### src/rtl/rnn_fixed_pkg.sv
// Shared QN.QM fixed-point constants and helpers for the activation stages
// (PLAN sigmoid today; tanh and friends can reuse the same helpers).
package rnn_fixed_pkg;

   localparam int QN       = 6;
   localparam int QM       = 11;
   localparam int BITWIDTH = QN + QM + 1;

   // PLAN breakpoints/offsets as functions of QM; all exact integers for QM >= 5.
   function automatic int plan_one(input int qm);
      return 1 << qm;
   endfunction

   function automatic int plan_thr_sat(input int qm);
      return 5 << qm;
   endfunction

   function automatic int plan_thr_mid(input int qm);
      return 19 << (qm - 3);
   endfunction

   function automatic int plan_off_hi(input int qm);
      return 27 << (qm - 5);
   endfunction

   function automatic int plan_off_mid(input int qm);
      return 5 << (qm - 3);
   endfunction

   function automatic int plan_off_lo(input int qm);
      return 1 << (qm - 1);
   endfunction

   localparam int ONE = 1 << QM;

   // |x| for a w-bit two's complement value carried in 64 bits; the most
   // negative code has no positive twin, so it clamps to the largest positive.
   function automatic logic signed [63:0] sat_abs(input logic signed [63:0] x, input int w);
      logic signed [63:0] max_pos;
      max_pos = (64'sd1 <<< (w - 1)) - 64'sd1;
      if (x >= 64'sd0)
         return x;
      if (x < -max_pos)
         return max_pos;
      return -x;
   endfunction

endpackage

### src/rtl/plan_sigmoid.sv
// Pipelined PLAN sigmoid: S1 saturating abs, S2 segment select, S3 sign fold.
// S3 is combinational off the S2 register so the consumer's register is stage 3.
module plan_sigmoid
   import rnn_fixed_pkg::*;
#(
   parameter int QN       = 6,
   parameter int QM       = 11,
   parameter int BITWIDTH = QN + QM + 1
) (
   input  logic                       clock,
   input  logic                       reset,
   input  logic                       sample_valid,
   input  logic signed [BITWIDTH-1:0] sample,
   output logic                       act_valid,
   output logic        [BITWIDTH-1:0] act
);

   localparam logic [BITWIDTH-1:0] ONE_V   = BITWIDTH'(plan_one(QM));
   localparam logic [BITWIDTH-1:0] THR_SAT = BITWIDTH'(plan_thr_sat(QM));
   localparam logic [BITWIDTH-1:0] THR_MID = BITWIDTH'(plan_thr_mid(QM));
   localparam logic [BITWIDTH-1:0] OFF_HI  = BITWIDTH'(plan_off_hi(QM));
   localparam logic [BITWIDTH-1:0] OFF_MID = BITWIDTH'(plan_off_mid(QM));
   localparam logic [BITWIDTH-1:0] OFF_LO  = BITWIDTH'(plan_off_lo(QM));

   logic                s1_valid, s1_sign;
   logic [BITWIDTH-1:0] s1_mag;
   logic                s2_valid, s2_sign;
   logic [BITWIDTH-1:0] s2_y;
   logic signed [63:0]  mag_wide;
   logic [BITWIDTH-1:0] y_next;

   always_comb begin
      mag_wide = sat_abs(64'(sample), BITWIDTH);
   end

   // Magnitude is non-negative, so plain shifts match the arithmetic ones.
   always_comb begin
      y_next = ONE_V;
      if (s1_mag >= THR_SAT)
         y_next = ONE_V;
      else if (s1_mag >= THR_MID)
         y_next = (s1_mag >> 5) + OFF_HI;
      else if (s1_mag >= ONE_V)
         y_next = (s1_mag >> 3) + OFF_MID;
      else
         y_next = (s1_mag >> 2) + OFF_LO;
   end

   always_ff @(posedge clock) begin
      if (reset) begin
         s1_valid <= 1'b0;
         s1_sign  <= 1'b0;
         s1_mag   <= '0;
         s2_valid <= 1'b0;
         s2_sign  <= 1'b0;
         s2_y     <= '0;
      end else begin
         s1_valid <= sample_valid;
         s1_sign  <= sample[BITWIDTH-1];
         s1_mag   <= BITWIDTH'(mag_wide);
         s2_valid <= s1_valid;
         s2_sign  <= s1_sign;
         s2_y     <= y_next;
      end
   end

   // y never exceeds ONE, so the fold stays in [0, ONE].
   assign act       = s2_sign ? (ONE_V - s2_y) : s2_y;
   assign act_valid = s2_valid;

endmodule

### src/rtl/sigmoid_collect.sv
// Captures array_prod dot products on the dataReady rising edge, runs them
// through the PLAN sigmoid and packs HIDDEN_SZ activations into a layer vector.
module sigmoid_collect
   import rnn_fixed_pkg::*;
#(
   parameter int HIDDEN_SZ      = 8,
   parameter int QN             = 6,
   parameter int QM             = 11,
   parameter int BITWIDTH       = QN + QM + 1,
   parameter int LAYER_BITWIDTH = BITWIDTH * HIDDEN_SZ,
   parameter int ADDR_BITWIDTH  = $clog2(HIDDEN_SZ)
) (
   input  logic                      clock,
   input  logic                      reset,
   input  logic                      dataReadyIn,
   input  logic [BITWIDTH-1:0]       dataIn,
   output logic [BITWIDTH-1:0]       actOut,
   output logic                      actValid,
   output logic [LAYER_BITWIDTH-1:0] layerOut,
   output logic                      layerValid,
   output logic [ADDR_BITWIDTH-1:0]  elemIdx
);

   localparam logic [ADDR_BITWIDTH-1:0] LAST_IDX = ADDR_BITWIDTH'(HIDDEN_SZ - 1);

   logic                                prev_ready;
   logic                                accept;
   logic                                res_valid;
   logic [BITWIDTH-1:0]                 res;
   logic [HIDDEN_SZ-1:0][BITWIDTH-1:0]  layer;

   assign accept = dataReadyIn & ~prev_ready;

   plan_sigmoid #(
      .QN       (QN),
      .QM       (QM),
      .BITWIDTH (BITWIDTH)
   ) u_plan (
      .clock        (clock),
      .reset        (reset),
      .sample_valid (accept),
      .sample       (dataIn),
      .act_valid    (res_valid),
      .act          (res)
   );

   // prev_ready resets high so a level already up at reset release is ignored.
   // elemIdx wraps on its own because HIDDEN_SZ is a power of two.
   always_ff @(posedge clock) begin
      if (reset) begin
         prev_ready <= 1'b1;
         actOut     <= '0;
         actValid   <= 1'b0;
         layerValid <= 1'b0;
         layer      <= '0;
         elemIdx    <= '0;
      end else begin
         prev_ready <= dataReadyIn;
         actValid   <= res_valid;
         layerValid <= res_valid && (elemIdx == LAST_IDX);
         if (res_valid) begin
            layer[elemIdx] <= res;
            actOut         <= res;
            elemIdx        <= elemIdx + 1'b1;
         end
      end
   end

   assign layerOut = layer;

endmodule

### config.mk
export PLATFORM = sky130hd
export DESIGN_NAME = sigmoid_collect
export DESIGN_NICKNAME = d
export VERILOG_FILES = /design/src/rtl/rnn_fixed_pkg.sv /design/src/rtl/plan_sigmoid.sv /design/src/rtl/sigmoid_collect.sv
export SDC_FILE = /design/constraint.sdc
export NUM_CORES = 1
export LEC_CHECK = 0
export CAP_MARGIN = 30
export CORE_UTILIZATION = 46
export DETAILED_ROUTE_END_ITERATION = 8
export PLACE_DENSITY = 0.81
export SLEW_MARGIN = 20
export SYNTH_ARGS = -nofsm -noshare
export SYNTH_HDL_FRONTEND = slang
export SYNTH_SLANG_ARGS = --single-unit
### constraint.sdc
create_clock -name clock -period 2 [get_ports clock]
set_input_delay 0.3 -clock clock [delete_from_list [all_inputs] [get_ports clock]]
set_output_delay 0.3 -clock clock [all_outputs]
set_load 0.005 [all_outputs]
==> metrics.md <==
| Metric | Value |
|---|---|
| Outcome | `complete, no violations` |
| Syn_area_per_cell | `9.242 sq um` |
| Synth Instances | `919` |
| Mapped Area | `0.008493 sq mm` |
| Crit path DAT | `2.38 ns` |
| Setup Skew | `0.01435 ns` |
| # rows | `49` |
| Synthesis-to-finish area growth | `39.86%` |
| Core area | `0.01802 sq mm` |
| Root Buffer | `clkbuf_16` |
| Largest net degree at the start of global routing | `94` |
| Max cap viols | `0` |
| Complex-gate fraction of the synthesized area | `0.2216` |
| Reg2reg path depth | `5` |
| Pwr dens | `744.8 mW/mm^2` |
| Synth Area in XOR/XNOR | `0.01444` |
| Iteration-0 DRC Markers | `572` |
| Hold Path Depth | `2` |
| Comb pwr share | `0.108` |
| Worst-path clk slew | `0.06 ns` |
| Critical path depth in cells | `5` |
| Overall power | `8848 uW` |
| Gr usage total | `0.2578` |
| Switch Pwr | `2163 uW` |
| Commonest cells after routing, fill and taps aside | `dfxtp_1 (205), clkdlybuf4s50_1 (185), nor2_1 (156), a211oi_1 (120), buf_4 (81)` |
| Nets | `1,178` |
| CP Class | `reg2reg` |
| Total vias in the final route | `7,853` |
| H-tree Lvls | `1` |
| Cells along the critical path | `or4_4 > a211o_1 > or3_4 > buf_12 > a211oi_2` |
| Vias in the first global route | `7,237` |
| Clk network pwr share | `0.411` |
| Global-route wire length before repair | `38,560 um` |
| Final Critical Period | `1.970 ns` |
| Peak VDD IR | `0.0006013 V` |
| Distinct cells, synth | `69` |
| Worst Tran Pin Value | `0.5391 ns` |
| Post-synthesis sequential area ratio | `0.4879` |
| Adder-Cell Fraction of Synth Area | `0.01915` |
| Seq pwr share | `0.482` |
| Die area | `0.01901 sq mm` |
| Switching Fraction | `0.2445` |
| First drt pass iteration count | `5` |
| Initial antenna violation count | `0` |
| Gpl congestion | `0.8565` |
| Fin crit share | `0.9849` |
| Worst slew margin | `0.6406` |
| Clk_lat worst skew | `0.50 ns` |
| CTS tree | `done` |
| Post-route ant nets | `0` |
| Pint | `6684 uW` |
| Drt drc | `0` |
| Synth async-reset ratio | `0` |
| Post-Synth Simple-Gate Area | `0.1867` |
| Setup violators final | `0` |
| Largest family of logic cells by synthesized area | `compound AO/OA/AOI/OAI gates` |
| Port buffer count | `187` |
| Finished Cell Area | `0.01188 sq mm` |
| Leak pwr | `0.004098 uW` |
| Worst Setup Start Kind | `register` |
| Slew Viols, Final | `0` |
| Reg-to-reg setup timing slack | `0.03 ns` |
| EDFF count, synth | `0` |
| Grt ovf | `0` |
| Die H | `137.9 um` |
| Seq cells post-synth | `207` |
| Starting Density | `0.4712` |
| Die W | `137.9 um` |
| Num ports | `188` |
| DP HPWL | `16,960 um` |
| CTS Buf Count | `21` |
| Max Buffers Root-to-Sink | `3` |
| Clock sinks | `207` |
| CP max-delay cell | `or4_4` |
| Critical path fanouts, max | `9` |
| Worst hold path type | `in2reg` |
| CP top delay family | `simple AND/OR/NAND/NOR gates` |
| Critical Path Sink Type | `register` |
| Number of failing hold endpoints at the final stage | `0` |
| Vias per inst | `5.670` |
| Fmax | `507.7 MHz` |
| Ant. Diodes | `0` |
| Mux contribution to synthesized area | `0.01900` |
| Layout cells sized above 1 | `0.1419` |
| Worst Path Required | `2.41 ns` |
| Ys Warns | `0` |
| Placed Area | `0.01117 sq mm` |
| Drt total wl | `24,760 um` |
| Slowest stage delay, CP | `0.58 ns` |
| Commonest non-fill, non-tap cell in the layout | `dfxtp_1` |
| Number of buffers and inverters on the critical path | `1` |
| Dominant synthesized flop cell | `dfxtp_1` |
| DR WL/cell | `17.87 um` |
what timing repair did:
action / in CTS / in global routing
buffers inserted: 0 / 2
hold buffers: 0 / 0
resized for setup: 4 / 15
setup endpoints to repair: 20 / 36
pin swaps: 0 / 3
cell families after synthesis:
kind of cell	Yosys count
flops	207
mux	16
other cells	1
buf+inv	107
compound gates	246
simple gates	315
fa+ha+maj	13
xor+xnor	14
worst paths after layout:
check                         start         endpoint
hold / removal                reset       elemIdx[1]
setup / recovery  u_plan.s1_mag[15]   u_plan.s2_y[2]
setup reg to reg  u_plan.s1_mag[15]   u_plan.s2_y[2]
hold reg to reg          prev_ready  u_plan.s1_valid
layout make-up:
class | instances | area (sq um)
Sequential cell | 207 | 4146
Clock inverter | 2 | 13.76
Inverter | 26 | 97.59
Timing Repair Buffer | 279 | 2704
Fill cell | 1387 | 6146
Multi-Input combinational cell | 609 | 4020
Clock buffer | 33 | 610.6
Tap cell | 229 | 286.5
worst register-to-register path, stage by stage, from the launching register on:
cell,delay [ns]
dfxtp_1,0.31
or4_4,0.58
a211o_1,0.29
or3_4,0.38
buf_12,0.16
a211oi_2,0.16
power by group through the flow:
stage	combinational (uW)	sequential [uW]	clock (uW)
6_report	952	4260	3630
5_1_grt	1020	4270	3860
4_1_cts	918	4260	3660
3_5_place_dp	903	4350	0
3_3_place_gp	888	4350	0
2_1_floorplan	494	4330	0
Yosys cell counts (12+ instances only):
cell / number / area [sq um]
dfxtp_1: 207 / 4144
nor2_1: 157 / 589.3
a211oi_1: 120 / 900.9
clkbuf_1: 60 / 225.2
nand2_1: 38 / 142.6
a21oi_1: 28 / 140.1
inv_1: 25 / 93.84
nor4_1: 17 / 106.4
a221oi_1: 16 / 140.1
buf_2: 15 / 75.07
mux2i_1: 15 / 150.1
ha_1: 13 / 162.7
nand3_1: 13 / 65.06
a311oi_1: 12 / 105.1
state kept, by name, indices dropped and copies added (netlist names):
register,flops
layerOut,144
layerValid,1
u_plan.act_valid,1
u_plan.s1_valid,1
u_plan.s1_sign,1
u_plan.s2_y,17
actOut,18
prev_ready,1
u_plan.s1_mag,18
u_plan.s2_sign,1
elemIdx,3
actValid,1
layer usage:
metal  share of wire  up-vias  global-route usage
li1                -     3823                   -
met1            0.42     3644              0.3272
met2            0.47      319              0.4311
met3           0.074       67             0.04898
met4           0.035        0             0.09964
met5               0        -                   0
stage by stage:
stage | instances | utilization | setup slack (ns) | hold slack, ns | TNS [ns]
6_report | 1385 | 0.6590 | 0.03020 | 0.2477 | 0
2_1_floorplan | 923 | - | 0.006194 | 0.3729 | 0
5_1_grt | 1385 | 0.6590 | -0.03576 | 0.2598 | -0.03576
4_1_cts | 1383 | 0.6549 | 0.01894 | 0.2354 | 0
3_5_place_dp | 1348 | 0.6195 | -0.4549 | 0.4022 | -5.622
3_3_place_gp | 1348 | 0.6195 | -0.4133 | 0.3970 | -4.470
Note: power is estimated with default switching activity, not from simulation.
